File: src/rtl/deskew_if.sv
// deskew_if: handshake/bus bundle for deskew_buffer.
//   master : drives enable, in_valid, skewed_input, out_ready; observes outputs
//   slave  : the deskew buffer; drives out_valid, aligned_output, count, overflow
interface deskew_if #(
  parameter int unsigned N          = 4,
  parameter int unsigned D_W        = 8,
  parameter int unsigned FIFO_DEPTH = 4
);
  localparam int unsigned W     = N * D_W;
  localparam int unsigned CNT_W = $clog2(FIFO_DEPTH + 1);

  logic             enable;
  logic             in_valid;
  logic [W-1:0]     skewed_input;
  logic             out_ready;
  logic             out_valid;
  logic [W-1:0]     aligned_output;
  logic [CNT_W-1:0] count;
  logic             overflow;

  modport master (
    output enable, in_valid, skewed_input, out_ready,
    input  out_valid, aligned_output, count, overflow
  );

  modport slave (
    input  enable, in_valid, skewed_input, out_ready,
    output out_valid, aligned_output, count, overflow
  );
endinterface

File: src/rtl/deskew_buffer.sv
// deskew_buffer: re-aligns staggered systolic-array result lanes into one
// N-lane word per wavefront and queues it in a first-word-fall-through FIFO.
// Ports:
//   clk   : rising-edge clock
//   reset : synchronous active-high reset
//   bus   : deskew_if.slave (enable, in_valid, skewed_input, out_ready in;
//           out_valid, aligned_output, count, overflow out)
module deskew_buffer #(
  parameter int unsigned N          = 4,
  parameter int unsigned D_W        = 8,
  parameter int unsigned FIFO_DEPTH = 4
) (
  input  logic      clk,
  input  logic      reset,
  deskew_if.slave   bus
);
  localparam int unsigned W     = N * D_W;
  localparam int unsigned CNT_W = $clog2(FIFO_DEPTH + 1);
  localparam int unsigned PTR_W = (FIFO_DEPTH > 1) ? $clog2(FIFO_DEPTH) : 1;
  localparam logic [CNT_W-1:0] FULL_CNT = CNT_W'(FIFO_DEPTH);
  localparam logic [PTR_W-1:0] PTR_LAST = PTR_W'(FIFO_DEPTH - 1);

  logic [W-1:0] push_word_c;
  logic         tag_out_c;

  // Lane N-1 needs no delay; it is the last lane of the wavefront to arrive.
  assign push_word_c[(N-1)*D_W +: D_W] = bus.skewed_input[(N-1)*D_W +: D_W];

  // Per-lane delay chains: lane k waits N-1-k enabled cycles.
  for (genvar k = 0; k < int'(N) - 1; k++) begin : g_lane
    localparam int unsigned L = N - 1 - k;
    logic [D_W-1:0] dly_q [L];
    logic [D_W-1:0] dly_d [L];

    always_comb begin
      for (int i = 0; i < int'(L); i++) dly_d[i] = dly_q[i];
      if (bus.enable) begin
        dly_d[0] = bus.skewed_input[k*D_W +: D_W];
        for (int i = 1; i < int'(L); i++) dly_d[i] = dly_q[i-1];
      end
    end

    always_ff @(posedge clk) begin
      if (reset) dly_q <= '{default: '0};
      else       dly_q <= dly_d;
    end

    assign push_word_c[k*D_W +: D_W] = dly_q[L-1];
  end

  // Wavefront tag follows lane 0 through an N-1 stage chain.
  if (N > 1) begin : g_tag
    localparam int unsigned TAG_W = N - 1;
    logic [TAG_W-1:0] tag_q;
    logic [TAG_W-1:0] tag_d;

    always_comb begin
      tag_d = tag_q;
      if (bus.enable) tag_d = TAG_W'({tag_q, bus.in_valid});
    end

    always_ff @(posedge clk) begin
      if (reset) tag_q <= '0;
      else       tag_q <= tag_d;
    end

    assign tag_out_c = tag_q[TAG_W-1];
  end else begin : g_notag
    assign tag_out_c = bus.in_valid;
  end

  // Output FIFO state.
  logic [W-1:0]     mem_q [FIFO_DEPTH];
  logic [W-1:0]     mem_d [FIFO_DEPTH];
  logic [PTR_W-1:0] rd_ptr_q, rd_ptr_d;
  logic [PTR_W-1:0] wr_ptr_q, wr_ptr_d;
  logic [CNT_W-1:0] count_q, count_d;
  logic             out_valid_q, out_valid_d;
  logic [W-1:0]     head_q, head_d;
  logic             overflow_q, overflow_d;
  logic             push_c, pop_c, push_acc_c, full_c;

  function automatic logic [PTR_W-1:0] ptr_inc(input logic [PTR_W-1:0] p);
    return (p == PTR_LAST) ? '0 : p + PTR_W'(1);
  endfunction

  // Push/pop decision; a pop frees a slot for a push on the same edge.
  always_comb begin
    push_c     = bus.enable & tag_out_c;
    pop_c      = out_valid_q & bus.out_ready;
    full_c     = (count_q == FULL_CNT);
    push_acc_c = push_c & (~full_c | pop_c);

    for (int i = 0; i < int'(FIFO_DEPTH); i++) mem_d[i] = mem_q[i];
    rd_ptr_d   = rd_ptr_q;
    wr_ptr_d   = wr_ptr_q;
    overflow_d = overflow_q | (push_c & full_c & ~pop_c);

    if (push_acc_c) begin
      mem_d[wr_ptr_q] = push_word_c;
      wr_ptr_d        = ptr_inc(wr_ptr_q);
    end
    if (pop_c) rd_ptr_d = ptr_inc(rd_ptr_q);

    count_d     = count_q + CNT_W'(push_acc_c) - CNT_W'(pop_c);
    out_valid_d = (count_d != '0);

    // Registered head: the new word becomes head only if it lands at the read slot.
    if (count_d == '0)                                 head_d = '0;
    else if (push_acc_c && (rd_ptr_d == wr_ptr_q))     head_d = push_word_c;
    else                                               head_d = mem_q[rd_ptr_d];
  end

  always_ff @(posedge clk) begin
    if (reset) begin
      mem_q       <= '{default: '0};
      rd_ptr_q    <= '0;
      wr_ptr_q    <= '0;
      count_q     <= '0;
      out_valid_q <= 1'b0;
      head_q      <= '0;
      overflow_q  <= 1'b0;
    end else begin
      mem_q       <= mem_d;
      rd_ptr_q    <= rd_ptr_d;
      wr_ptr_q    <= wr_ptr_d;
      count_q     <= count_d;
      out_valid_q <= out_valid_d;
      head_q      <= head_d;
      overflow_q  <= overflow_d;
    end
  end

  assign bus.out_valid      = out_valid_q;
  assign bus.aligned_output = head_q;
  assign bus.count          = count_q;
  assign bus.overflow       = overflow_q;
endmodule

File: src/flat_wrapper.sv
// flat-port wrapper written by rule: the top's interface ports become plain ports
module deskew_buffer_flat 
#(
  parameter int unsigned N          = 4,
  parameter int unsigned D_W        = 8,
  parameter int unsigned FIFO_DEPTH = 4
)
  (clk, reset, bus_enable, bus_in_valid, bus_skewed_input, bus_out_ready, bus_out_valid, bus_aligned_output, bus_count, bus_overflow);
  deskew_if #(.N(N), .D_W(D_W), .FIFO_DEPTH(FIFO_DEPTH)) bus_i ();
  input  logic clk;
  input  logic reset;
  input wire logic [$bits(bus_i.enable)-1:0] bus_enable;
  input wire logic [$bits(bus_i.in_valid)-1:0] bus_in_valid;
  input wire logic [$bits(bus_i.skewed_input)-1:0] bus_skewed_input;
  input wire logic [$bits(bus_i.out_ready)-1:0] bus_out_ready;
  output wire logic [$bits(bus_i.out_valid)-1:0] bus_out_valid;
  output wire logic [$bits(bus_i.aligned_output)-1:0] bus_aligned_output;
  output wire logic [$bits(bus_i.count)-1:0] bus_count;
  output wire logic [$bits(bus_i.overflow)-1:0] bus_overflow;
  assign bus_i.enable = bus_enable;
  assign bus_i.in_valid = bus_in_valid;
  assign bus_i.skewed_input = bus_skewed_input;
  assign bus_i.out_ready = bus_out_ready;
  assign bus_out_valid = bus_i.out_valid;
  assign bus_aligned_output = bus_i.aligned_output;
  assign bus_count = bus_i.count;
  assign bus_overflow = bus_i.overflow;
  deskew_buffer #(.N(N), .D_W(D_W), .FIFO_DEPTH(FIFO_DEPTH)) u_core (.clk(clk), .reset(reset), .bus(bus_i));
endmodule
File: config.mk
export PLATFORM = sky130hd
export DESIGN_NAME = deskew_buffer_flat
export DESIGN_NICKNAME = d
export VERILOG_FILES = /design/src/rtl/deskew_if.sv /design/src/rtl/deskew_buffer.sv /design/src/flat_wrapper.sv
export SDC_FILE = /design/constraint.sdc
export NUM_CORES = 1
export LEC_CHECK = 0
export BUFFER_PORTS_ARGS = -buffer_cell sky130_fd_sc_hd__buf_2
export CAP_MARGIN = 20
export CORE_AREA = 2 2 133 135
export CTS_CLUSTER_SIZE = 20
export DETAILED_ROUTE_END_ITERATION = 7
export DIE_AREA = 0 0 135 137
export PLACE_DENSITY = 0.68
export SYNTH_ARGS = -nofsm -noshare
export SYNTH_HDL_FRONTEND = slang
export SYNTH_SLANG_ARGS = --single-unit
File: constraint.sdc
create_clock -name clk -period 3.2 [get_ports clk]
set_input_delay 0.32 -clock clk [delete_from_list [all_inputs] [get_ports clk]]
set_output_delay 0.32 -clock clk [all_outputs]
set_load 0.02 [all_outputs]
== Word level (Yosys, flattened, before mapping) ==
Index checks and enable logic that the tools add are counted.
Widths: inputs -> output; s select.

* Muxes and demuxes: 10
* Equality and inequality tests: 4
* Bitwise logic cells: 11
* Order comparisons: 3
* $add $sub $neg: 4
* Reductions and logical operators: 5

{| class="wikitable"
|+ Operator list
! kind !! number
|-
| $bwmux 128 || 1
|-
| $mux 32 || 4
|-
| $bmux 32 s2 || 1
|-
| $demux 32 s2 || 1
|-
| $ge 3x3->1 const B || 2
|-
| $mux 2 || 3
|-
| $not 2->3 || 2
|-
| $and 1x1->1 || 5
|-
| $add 2x1->2 const B || 2
|-
| $eq 2x2->1 const B || 2
|-
| $add 3x1->3 || 1
|-
| $eq 3x3->1 const B || 1
|-
| $logic_not 3->1 || 1
|-
| $lt 3x1->1 const B || 1
|-
| $reduce_bool 3->1 || 1
|-
| $sub 3x1->3 || 1
|-
| $eq 2x2->1 || 1
|-
| $logic_and 1x1->1 || 2
|-
| $not 1->1 || 2
|-
| $or 1x1->1 || 2
|-
| $reduce_or 2->1 || 1
|}

* Register bits after elaboration: 220
* Logic and storage cells: 54
* Bits of input ports: 37

== Longest topological paths before layout ==
* Depth after elaboration: 8
* Depth in mapped cells: 13

== Least setup slack after synthesis ==
No wires, ideal clock.

* Kind: flip-flop to flip-flop
* From: register u_core.out_valid_q, in the netlist u_core.bus.out_valid
* To: register u_core.head_q[10], in the netlist u_core.bus.aligned_output[10]
* Arrival: 2.668 ns
* Setup slack: 0.415 ns
* Stages on the path, launching flop included: 12
* Path through: dfxtp_1 nand2_2 a31oi_1 buf_2 ha_1 fa_1 nor2_1 a21o_1 and4bb_1 buf_6 buf_6 a22o_1

* Word-level cells in the longest chain between the ends: 7
* Elaborated cells on any way between the ends: 15

{| class="wikitable"
|+ RTL lines
! item !! line !! source
|-
| start, declared || deskew_buffer.sv:78 || <nowiki>logic out_valid_q, out_valid_d;</nowiki>
|-
| start signal, assigned || deskew_buffer.sv:128 || <nowiki>out_valid_q <= out_valid_d;</nowiki>
|-
| $and 1x1->1 || deskew_buffer.sv:90 || <nowiki>pop_c = out_valid_q & bus.out_ready;</nowiki>
|-
| $or 1x1->1 || deskew_buffer.sv:92 || <nowiki>push_acc_c = push_c & (~full_c | pop_c);</nowiki>
|-
| $and 1x1->1 || deskew_buffer.sv:92 ||
|-
| net u_core.push_acc_c || deskew_buffer.sv:81 || <nowiki>logic push_c, pop_c, push_acc_c, full_c;</nowiki>
|-
| $add 3x1->3 || deskew_buffer.sv:105 || <nowiki>count_d = count_q + CNT_W'(push_acc_c) - CNT_W'(pop_c);</nowiki>
|-
| $sub 3x1->3 || deskew_buffer.sv:105 ||
|-
| net u_core.count_d[1] || deskew_buffer.sv:77 || <nowiki>logic [CNT_W-1:0] count_q, count_d;</nowiki>
|-
| $logic_not 3->1 || deskew_buffer.sv:109 || <nowiki>if (count_d == '0) head_d = '0;</nowiki>
|-
| $reduce_or 2->1 (no line) || - ||
|-
| end signal, assigned || deskew_buffer.sv:121 || <nowiki>head_q <= '0;</nowiki>
|-
| end signal, assigned || deskew_buffer.sv:129 || <nowiki>head_q <= head_d;</nowiki>
|-
| end, declared || deskew_buffer.sv:79 || <nowiki>logic [W-1:0] head_q, head_d;</nowiki>
|}

The timed path passes the listed nets, and every way through them passes these cells. The select of a mux whose other input is x is not followed.
A chain may end at the register's enable or synchronous reset.

== Worst setup path after layout ==
* From: register u_core.out_valid_q, in the netlist u_core.bus.out_valid
* To: register u_core.head_q[23], in the netlist u_core.bus.aligned_output[23]

* Word-level cells in the longest chain between the ends: 7
* Elaborated cells on any way between the ends: 15

{| class="wikitable"
|+ RTL lines
! item !! line
|-
| $and 1x1->1 (*) || deskew_buffer.sv:90
|-
| $or 1x1->1 / $mux 2 (equally long branches) || deskew_buffer.sv:92, deskew_buffer.sv:103
|-
| $and 1x1->1 / $not 2->3 (equally long branches) || deskew_buffer.sv:92, deskew_buffer.sv:111
|-
| $add 3x1->3 / $bmux 32 s2 (equally long branches) || deskew_buffer.sv:105, deskew_buffer.sv:111
|-
| $sub 3x1->3 / $mux 32 (equally long branches) || deskew_buffer.sv:105, deskew_buffer.sv:111
|-
| $logic_not 3->1 / $mux 32 (equally long branches) || deskew_buffer.sv:109, deskew_buffer.sv:111
|-
| $reduce_or 2->1 (no line) / $mux 32 (equally long branches) || -
|}

Every way passes the cells marked *; elsewhere a longest branch is shown, timed or not. The select of a mux whose other input is x is not followed.

==> flow_metrics.py <==
metrics = {
    "run_status": {
        "outcome": "finished, final reports clean",
    },
    "route": {
        "remaining_drc_errors": 0,
        "post_drt_via_cell_ratio": 5.39,
        "wl_per_cell_um": 16.2,
        "routed_wirelength_um": 19100,
        "drt_pre_antenna_iters": 5,
        "detailedRoute.firstIterationViolations": 413,
        "vias": 6368,
        "final_antenna_net_count": 0,
    },
    "synth": {
        "ys_seq_elements": 220,
        "synthArstFlopShare": 0,
        "synth.lib_cells_used.distinct": 27,
        "synthesis.area_per_instance_um2": 9.42,
        "synth_enable_flop_cells": 0,
        "ys_dominant_reg_cell": "dfxtp_1",
        "ys_seq_area_frac": 0.523,
        "synthCells": 894,
        "net_count_synth": 939,
        "yosysWarnings": 0,
        "synth_area_um2": 8420,
    },
    "floorplan": {
        "floorplan.die_area_um2": 18500,
        "initial_utilization": 0.494,
        "fp-row-count": 48,
        "top_level_ports": 74,
        "die_height_um": 137,
        "floorplan.die.width_um": 135,
        "core-area_um2": 17100,
    },
    "place": {
        "portBuffers": 73,
        "place.detailed.hpwl_um": 11300,
        "gp_routability_congestion": 0.781,
    },
    "clock_tree": {
        "cts_num_sinks": 220,
        "cts_resized": 0,
        "cts_root_buf": "clkbuf_16",
        "cts_buffers": 23,
        "ctsHoldBuffers": 0,
        "clock_latency_ps": 500,
        "cts_setup_buffers": 0,
        "cts_max_level": 1,
        "cts_max_path_buffers": 3,
        "cts.clk_slew.worst_paths_ps": 60,
        "tritoncts": "done",
    },
    "pwr": {
        "netSwitchingFraction": 0.241,
        "netSwitchingPower_uw": 1510,
        "power.clock.fraction": 0.433,
        "static-leakage-power_uw": 0.00376,
        "internal_power_consumption_uw": 4740,
        "max-vdd-ir-drop_mv": 0.444,
        "share_comb_of_total_power": 0.112,
        "cellPowerDensity_nw_per_um2": 641,
        "total_power_uw": 6250,
        "pwr-share-seq": 0.455,
    },
    "grt": {
        "antenna_found_initial": 0,
        "global_route.usage.total": 0.207,
        "grt_start_max_net_pins": 188,
        "global_route_wire_length_before_repair_um": 30400,
        "overflow": 0,
        "grt_pass1_vias": 5812,
    },
    "timing": {
        "timing.final.hold_violations": 0,
        "timing.clock.skew_ps": 5.91,
        "tns_setup_ps": 0,
        "finalMaxSlewViolations": 0,
        "achievable-frequency_ghz": 0.348,
        "fin_crit_ps": 2870,
        "slew_headroom": 0.401,
        "rsz_0062_raised_after_global_routing": "no",
        "tightest_slew_ps": 899,
        "fin_crit_sh": 0.898,
        "finalSetupViolCount": 0,
    },
    "finish": {
        "fin_nets": 987,
        "layout-drive-gt1-share": 0.170,
        "layout.cells.most_common_list": "261 x nand2_1, 220 x dfxtp_1, 130 x a21oi_1",
        "flow.area_growth_from_synthesis_pct": 15.7,
        "utilization_of_the_core_after_routing": 0.572,
        "diodes": 0,
        "final_common_cell": "nand2_1",
    },
    "critical_path": {
        "crit_fanout": 32,
        "critPathArrivalTime_ps": 3260,
        "timing.critical_path.from_type": "flop",
        "worstSetupEndpointType": "flop",
        "timing.setup.critical_path_class": "reg2reg",
        "critPathRequiredTime_ps": 3590,
        "worst-r2r-setup-slack_ps": 330,
    },
    "flow_run": {
        "drv_cap": 0,
    },
    "hold_path": {
        "hold_path.class": "in2reg",
    },
}
metal layers:
layer	up-vias	wire length [um]	global-route usage
met5	-	0	0
met4	0	395	0.0584
met3	32	1120	0.0330
met2	187	9360	0.353
met1	3055	8270	0.273
li1	3094	-	-
critical path, cell delays in order (launching register included):
cell and delay (ps):
dfxtp_1 310, nand2_2 170, inv_1 70, ha_1 270, inv_1 40, ha_1 180
fa_1 370, xnor2_1 200, xnor2_1 160, a21o_1 210, and4bb_1 220, buf_4 250
a22o_1 280
final timing paths:
kind                                           start                            end  cells past startpoint
worst max-delay path            u_core.bus.out_valid  u_core.bus.aligned_output[23]                     12
worst min-delay path            bus_skewed_input[23]      u_core.g_lane[2].dly_q[7]                      3
worst max register to register  u_core.bus.out_valid  u_core.bus.aligned_output[23]                     12
worst min register to register      u_core.mem_q[78]               u_core.mem_q[78]                      2
power by group through the flow:
| stage | Clock (uW) | Sequential, uW | Combinational [uW] |
|---|---|---|---|
| global route | 2860 | 2850 | 758 |
| floorplan | 0 | 2910 | 482 |
| detailed placement | 0 | 2900 | 713 |
| CTS | 2750 | 2840 | 714 |
| global placement | 0 | 2900 | 703 |
| finish | 2700 | 2840 | 702 |
synthesized netlist by cell type, types with 2 or more instances:
cell type | count | area share
nand2_1 | 261 | 0.12
and2_1 | 4 | 0.0030
a21oi_1 | 130 | 0.077
clkbuf_1 | 39 | 0.017
a31oi_1 | 2 | 0.0015
nor2b_1 | 2 | 0.0015
xnor2_1 | 4 | 0.0042
mux2i_4 | 2 | 0.0053
dfxtp_1 | 220 | 0.52
buf_1 | 5 | 0.0022
buf_6 | 4 | 0.0053
mux2i_1 | 51 | 0.061
nor2_1 | 63 | 0.028
mux4_2 | 31 | 0.083
a22o_1 | 32 | 0.033
buf_2 | 19 | 0.011
ha_1 | 7 | 0.010
inv_1 | 9 | 0.0040
area by class of cell:
class	count	area, um2
well taps	225	282
fillers	1511	7310
repair buffers	92	576
multi-input cells	596	3670
flip-flops and latches	220	4400
clock buffers	35	701
inverters	9	33.8
clock inverters	5	78.8
flip-flops by register name (all words and copies together), names as in the netlist:
register                   count
u_core.g_lane.dly_q           48
u_core.bus.aligned_output     32
u_core.bus.overflow            1
u_core.bus.out_valid           1
u_core.g_tag.tag_q             3
u_core.wr_ptr_q                2
u_core.mem_q                 128
u_core.bus.count               3
u_core.rd_ptr_q                2
stage by stage:
stage | instances | area (um2) | hold WS (ps) | worst slack (ps)
after detailed placement | 1142 | 8970 | 445 | 214
after CTS | 1182 | 9750 | 45.7 | 313
after floorplan | 894 | 8420 | 432 | 415
after global routing | 1182 | 9750 | 48.7 | 156
after global placement | 1142 | 8970 | 439 | 268
final | 1182 | 9750 | 54.1 | 327
kinds of logic (layout without fill, tap and decap cells):
family | after synthesis | in the layout | share of synthesized area
AND/OR/NAND/NOR | 333 | 333 | 0.152
AO/OA/AOI/OAI | 166 | 166 | 0.114
XOR/XNOR | 4 | 4 | 0.00416
flip-flops | 220 | 220 | 0.523
multiplexers | 85 | 85 | 0.152
buffers and inverters | 78 | 141 | 0.0420
adder cells (fa/ha/maj) | 8 | 8 | 0.0128
(Power assumes the default switching activity.)
